`src/rtl/if_fetch_stage.sv`:
```
// Instruction-fetch stage: owns the PC, issues one synchronous SRAM fetch per cycle,
// buffers the returned word across decode stalls and redirects after the delay slot.
module if_fetch_stage #(
    parameter logic [31:0] RESET_PC = 32'hBFC0_0000
) (
    input  logic        clk,
    input  logic        rst,
    input  logic        id_allowin_in,
    output logic        if_valid_out,
    output logic [31:0] if_PC_out,
    output logic [31:0] if_NPC_out,
    output logic [31:0] if_NNPC_out,
    output logic [31:0] if_Instruct_out,
    output logic        if_adel_out,
    input  logic        id_br_valid_in,
    input  logic        id_brcal_res_in,
    input  logic [31:0] id_bjpc_res_in,
    output logic        inst_sram_en,
    output logic [31:0] inst_sram_addr,
    input  logic [31:0] inst_sram_rdata
);

    logic        fs_valid_q, fs_valid_d;
    logic [31:0] fs_pc_q, fs_pc_d;
    logic        start_q, start_d;
    logic        ibuf_valid_q, ibuf_valid_d;
    logic [31:0] ibuf_q, ibuf_d;
    logic        br_pend_q, br_pend_d;
    logic [31:0] br_target_q, br_target_d;

    logic        fs_allowin;
    logic        issue;
    logic        br_taken;
    logic        to_id;
    logic [31:0] nextpc;

    assign fs_allowin = !fs_valid_q || id_allowin_in;
    assign issue      = start_q && fs_allowin;
    assign br_taken   = id_br_valid_in && id_brcal_res_in;
    assign to_id      = fs_valid_q && id_allowin_in;

    always_comb begin
        if (br_taken) begin
            nextpc = id_bjpc_res_in;
        end else if (br_pend_q) begin
            nextpc = br_target_q;
        end else begin
            nextpc = fs_pc_q + 32'd4;
        end
    end

    always_comb begin
        fs_valid_d   = fs_valid_q;
        fs_pc_d      = fs_pc_q;
        start_d      = 1'b1;
        ibuf_valid_d = ibuf_valid_q;
        ibuf_d       = ibuf_q;
        br_pend_d    = br_pend_q;
        br_target_d  = br_target_q;

        // With fs_allowin set, valid follows start: issue when started, else drain.
        if (fs_allowin) begin
            fs_valid_d = start_q;
        end
        if (issue) begin
            fs_pc_d   = nextpc;
            br_pend_d = 1'b0;
        end else if (br_taken) begin
            br_pend_d   = 1'b1;
            br_target_d = id_bjpc_res_in;
        end

        // SRAM data is only good one cycle after the request, so hold it while stalled.
        if (to_id) begin
            ibuf_valid_d = 1'b0;
        end else if (fs_valid_q && !ibuf_valid_q) begin
            ibuf_valid_d = 1'b1;
            ibuf_d       = inst_sram_rdata;
        end
    end

    always_ff @(posedge clk or posedge rst) begin
        if (rst) begin
            fs_valid_q   <= 1'b0;
            fs_pc_q      <= RESET_PC - 32'd4;
            start_q      <= 1'b0;
            ibuf_valid_q <= 1'b0;
            ibuf_q       <= '0;
            br_pend_q    <= 1'b0;
            br_target_q  <= '0;
        end else begin
            fs_valid_q   <= fs_valid_d;
            fs_pc_q      <= fs_pc_d;
            start_q      <= start_d;
            ibuf_valid_q <= ibuf_valid_d;
            ibuf_q       <= ibuf_d;
            br_pend_q    <= br_pend_d;
            br_target_q  <= br_target_d;
        end
    end

    assign if_valid_out    = fs_valid_q;
    assign if_PC_out       = fs_pc_q;
    assign if_NPC_out      = fs_pc_q + 32'd4;
    assign if_NNPC_out     = fs_pc_q + 32'd8;
    assign if_Instruct_out = ibuf_valid_q ? ibuf_q : inst_sram_rdata;
    assign if_adel_out     = fs_valid_q && (fs_pc_q[1:0] != 2'b00);
    assign inst_sram_en    = issue;
    assign inst_sram_addr  = nextpc;

endmodule

```
`config.mk`:
```
export PLATFORM = sky130hd
export DESIGN_NAME = if_fetch_stage
export DESIGN_NICKNAME = d
export VERILOG_FILES = /design/src/rtl/if_fetch_stage.sv
export SDC_FILE = /design/constraint.sdc
export NUM_CORES = 1
export LEC_CHECK = 0
export CAP_MARGIN = 25
export CELL_PAD_IN_SITES_DETAIL_PLACEMENT = 0
export CELL_PAD_IN_SITES_GLOBAL_PLACEMENT = 2
export CORE_ASPECT_RATIO = 0.5
export CORE_UTILIZATION = 27
export CTS_CLUSTER_DIAMETER = 200
export DETAILED_ROUTE_END_ITERATION = 12
export GPL_TIMING_DRIVEN = 1
export PLACE_DENSITY = 0.89
export SLEW_MARGIN = 20
export SYNTH_ARGS = -nofsm -noshare
export SYNTH_HDL_FRONTEND = slang
export SYNTH_SLANG_ARGS = --single-unit
```
`constraint.sdc`:
```
create_clock -name clk -period 4.5 [get_ports clk]
set_input_delay 1.125 -clock clk [delete_from_list [all_inputs] [get_ports clk]]
set_output_delay 1.125 -clock clk [all_outputs]
set_load 0.01 [all_outputs]
```
* Word level (Yosys, flattened, before mapping) *
Index checks and enable logic that the tools add are counted.

cells by class
  $add $sub $neg = 2
  $mul = 0
  div/mod/pow operators = 0
  magnitude comparators = 0
  equal/unequal tests = 0
  shift operators = 0
  mux-type cells = 7
  bitwise logic cells = 2
  reduce and logical (&&, ||, !) cells = 13

operators by type and width
  operator               count
  $mux 32                3
  $add 32x3->32 const B  1
  $add 32x4->32 const B  1
  $reduce_bool 2->1      3
  $logic_and 1x1->1      5
  $mux 1                 4
  $reduce_and 2->1       2
  $logic_not 1->1        2
  $not 1->1              2
  $logic_or 1x1->1       1

word-level totals
  register bits = 100
  bits in latches = 0
  RAM bits = 0
  bits in read-only memories = 0
  bits of input ports = 69
  word-level logic and storage cells = 31
  memories = 0

* Longest topological paths before layout *
Gate-level depths: netlist of run 1.

  word-level depth = 5
  depth in mapped cells = 8

* Worst setup path after synthesis of run 1 *
Ideal clock, no wire load.

  path kind = input -> output
  start point = input port id_br_valid_in
  end point = output port inst_sram_addr[25]
  data arrival time = 2.262 ns
  data required time = 3.375 ns
  slack = 1.113 ns
  stages = 5
  buffers on the path = 2
  cell sequence = and2_0 > clkbuf_1 > buf_1 > a21oi_1 > a21oi_1

on the way
  cells in the longest elaborated chain, start to end = 2

RTL lines
  item                RTL line  text
  start: declaration  15        input logic id_br_valid_in,
  $logic_and 1x1->1   39        assign br_taken = id_br_valid_in && id_brcal_res_in;
  $mux 32             43        if (br_taken) begin
  end: declaration    19        output logic [31:0] inst_sram_addr,

No other way between the ends.

* Final worst setup path of run 1 *
  start point = register fs_pc_q[13] (netlist: if_PC_out[13])
  end point = output port inst_sram_addr[29]

on the way
  cells in the longest elaborated chain, start to end = 3

RTL lines
  item                      RTL line  text
  start: declaration        24        logic [31:0] fs_pc_q, fs_pc_d;
  start signal: assignment  85        fs_pc_q <= RESET_PC - 32'd4;
  start signal: assignment  93        fs_pc_q <= fs_pc_d;
  $add 32x3->32             48        nextpc = fs_pc_q + 32'd4;
  $mux 32                   45        end else if (br_pend_q) begin
  $mux 32                   43

No other way between the ends.

==> results of run 1 <==
## area by class of cell
type / count / area share [%]
multi-input combinational: 475 / 37.7
sequential: 100 / 27.1
timing repair buffer: 253 / 26.9
tap: 307 / 4.10
clock buffer: 10 / 2.55
clock inverter: 6 / 1.00
inverter: 18 / 0.748
## layer usage
layer | wire length, µm | GRT usage, % | up-vias
li1 | - | - | 2711
met1 | 9460 | 23.5 | 2876
met2 | 10900 | 30.3 | 152
met3 | 1040 | 3.54 | 17
met4 | 294 | 3.43 | 0
met5 | 0 | 0 | -
## cell families (layout without fill, tap and decap cells)
logic type / count (synthesis) / count (layout) / share of synthesized area (%)
mux: 115 / 115 / 20.1
fa+ha+maj: 3 / 3 / 0.588
flops: 100 / 100 / 39.7
compound gates: 100 / 100 / 9.88
xor+xnor: 50 / 50 / 6.86
simple gates: 206 / 206 / 17.5
other cells: 1 / 1 / 0.0587
buf+inv: 75 / 287 / 5.29
## sequential cells by signal, indices dropped and copies added, names as in the netlist
register      flops
br_target_q      32
br_pend_q         1
if_valid_out      1
start_q           1
ibuf_valid_q      1
if_PC_out        32
ibuf_q           32
## worst register-to-register path, delay by kind of cell, from the launching register on
| kind | cells | cell delay [ns] |
|---|---|---|
| compound gates | 2 | 0.48 |
| fa+ha+maj | 1 | 0.21 |
| flops | 1 | 0.60 |
| simple gates | 3 | 1.01 |
## through the flow
step | instance area [µm²] | util [%] | hold WS, ns | instances | total power, mW
after CTS | 9360 | 40.7 | 0.477 | 1169 | 4.48
after global placement | 9030 | 39.3 | 0.444 | 1153 | 3.55
after floorplan | 6390 | - | 0.435 | 650 | 2.43
after global routing | 9370 | 40.8 | 0.520 | 1169 | 4.67
final | 9370 | 40.8 | 0.476 | 1169 | 4.42
after detailed placement | 9030 | 39.3 | 0.457 | 1153 | 3.57
## cells in the final DEF, fill, tap and decap left out, types with 8 or more instances in the layout
cell             netlist  layout
clkdlybuf4s50_1        0     231
mux2_2               107     107
dfrtp_1               72      72
nand2_1               65      65
a21oi_1               31      31
nor2_1                31      29
dfstp_2               28      28
o21ai_0               27      27
xnor2_1               26      26
xor2_1                24      24
buf_4                  9      19
nand3_1               16      16
and3_1                16      16
nand4_1               15      15
inv_1                 16      15
nor3_1                10      10
clkbuf_16              0       9
mux2i_1                8       8
## power by group through the flow
stage | clock network (mW) | registers [mW] | logic (mW)
2_1_floorplan | 0 | 1.35 | 1.08
3_3_place_gp | 0 | 1.48 | 2.07
3_5_place_dp | 0 | 1.49 | 2.08
4_1_cts | 0.905 | 1.48 | 2.09
5_1_grt | 0.952 | 1.52 | 2.20
6_report | 0.876 | 1.48 | 2.07
## path summary, 6_finish.rpt
kind	from	end	slack [ns]	cells past startpoint
worst max-delay path	if_PC_out[13]	inst_sram_addr[29]	0.14	6
worst min-delay path	start_q	if_valid_out	0.48	1
worst max register to register	if_PC_out[3]	if_PC_out[22]	2.12	6
worst min register to register	start_q	if_valid_out	0.48	1
max in group asynchronous	rst	if_PC_out[6]	2.40	3
min in group asynchronous	rst	ibuf_q[8]	1.24	2
==> results.yml, run 1 <==
worst_setup_path:
  slowest_stage: "dfstp_2"
  critPathCaptureType: "primary output"
  cpMostUsedCell: "nand4_1"
  path_class: "register to primary output"
  start_kind: "register"
  crit_buf_inv: 1
  arrival_ns: 3.24
  worstPathRequired_ns: 3.38
  critical_path.top_delay_family: "simple AND/OR/NAND/NOR gates"
  critPathMaxFanout: 9
  path_cells: "and2_0, nand4_1, or3_1, or3b_1, nand4_1, clkdlybuf4s50_1"
  critPathMaxStageDelay_ns: 0.66
placed_design:
  gp_congestion: 0.830
  place_ws_ns: 0.242
  port_buffers: 231
  dp_hpwl_um: 16200
detailed_routing:
  route.detailed.drc: 0
  final_antenna_net_count: 0
  wire_per_inst_um: 18.6
  routed_wl_um: 21700
  drt_iter0_markers: 406
  via_per_inst: 4.92
  vias: 5756
  dr.pass1.iters: 5
floorplanning:
  coreArea_um2: 23000
  num_rows: 39
  start_util_pct: 27.8
  pin_count: 232
  dieHeight_um: 111
  design.die.area_um2: 24300
  die_x_um: 219
yosys:
  avgSynthCellArea_um2: 9.82
  synth_cell_types: 61
  synth_top_area_cell: "dfrtp_1"
  ys.flop_type: "dfrtp_1"
  synth_edf_count: 0
  synth_area_leaders: "dfrtp_1, mux2_2, dfstp_2"
  ys_seq_elements: 100
  synth_common_cells: "mux2_2, dfrtp_1, nand2_1"
  synth_seq_area_share_pct: 39.7
  async_flop_share_pct: 100
  synth_fp_nets: 722
  synth_area_um2: 6390
  ys_warn_count: 0
  synth.top_cell.area_share_pct: 28.2
  syn_inst: 650
  post-synth-top-count-cell: "mux2_2"
final_layout:
  drive_gt1_share_pct: 22.9
  regArea_um2: 2540
  num-fill-cells: 2255
  n_antenna_cell: 0
  multiInputGateArea_um2: 3530
  area.growth.synth_to_final_pct: 46.7
  final_nets: 929
timing:
  finalSetupViolCount: 0
  finalWorstSetupSlack_ns: 0.135
  hold_violations: 0
  setup_tns_ns: 0
  worst_slew_pin_slew_ns: 0.833
  relSlewSlack_pct: 44.5
  rsz0062_at_grt: "no"
  finalCritPeriodShare_pct: 97.0
  max_freq_ghz: 0.229
  post-route-min-period_ns: 4.36
  slew_viol_final: 0
  fin_skew_ns: 0.00836
cts:
  post_cts_resized: 0
  cts_buffers: 9
  clk_pin_slew_ns: 0.07
  clock_path_buffers: 2
  clkLatencyLatePin_ns: 0.35
  tritoncts: "built"
  cts_sinks: 100
  clock-root-buffer: "clkbuf_16"
  cts_setup_buffers: 0
  htreeDepth: 3
  cts_hold_buf: 0
power:
  intPower_mw: 2.87
  switching_share_pct: 35.1
  p_clk_share_pct: 19.8
  power_density_nw_per_um2: 472
  p_leak_nw: 3.66
  seq_power_share_pct: 33.4
  switching_power_mw: 1.55
  max-vdd-ir-drop_mv: 0.192
  combPwrFrac_pct: 46.8
global_routing:
  grt_max_degree: 63
  grt_pass1_vias: 5873
  grt_usage_pct: 17.9
  grt_pass1_wl_um: 33800
  grt_overflow: 0
  antenna_found_initial: 0
hold_path:
  min-delay-path-class: "register to register"
run:
  maxCapViolCount: 0
status:
  outcome: "complete, no violations"
No activity file was read; power rests on OpenSTA's default activity.
==> run 2, diff against run 1 <==
--- a/config.mk
+++ b/config.mk
@@ -12,9 +12,7 @@
 export CORE_UTILIZATION = 27
 export CTS_CLUSTER_DIAMETER = 200
 export DETAILED_ROUTE_END_ITERATION = 12
-export GPL_TIMING_DRIVEN = 1
 export PLACE_DENSITY = 0.89
-export SLEW_MARGIN = 20
 export SYNTH_ARGS = -nofsm -noshare
 export SYNTH_HDL_FRONTEND = slang
 export SYNTH_SLANG_ARGS = --single-unit
==> results of run 2 <==
Same layout as run 1: the final DEF is identical, and so are final timing and power.
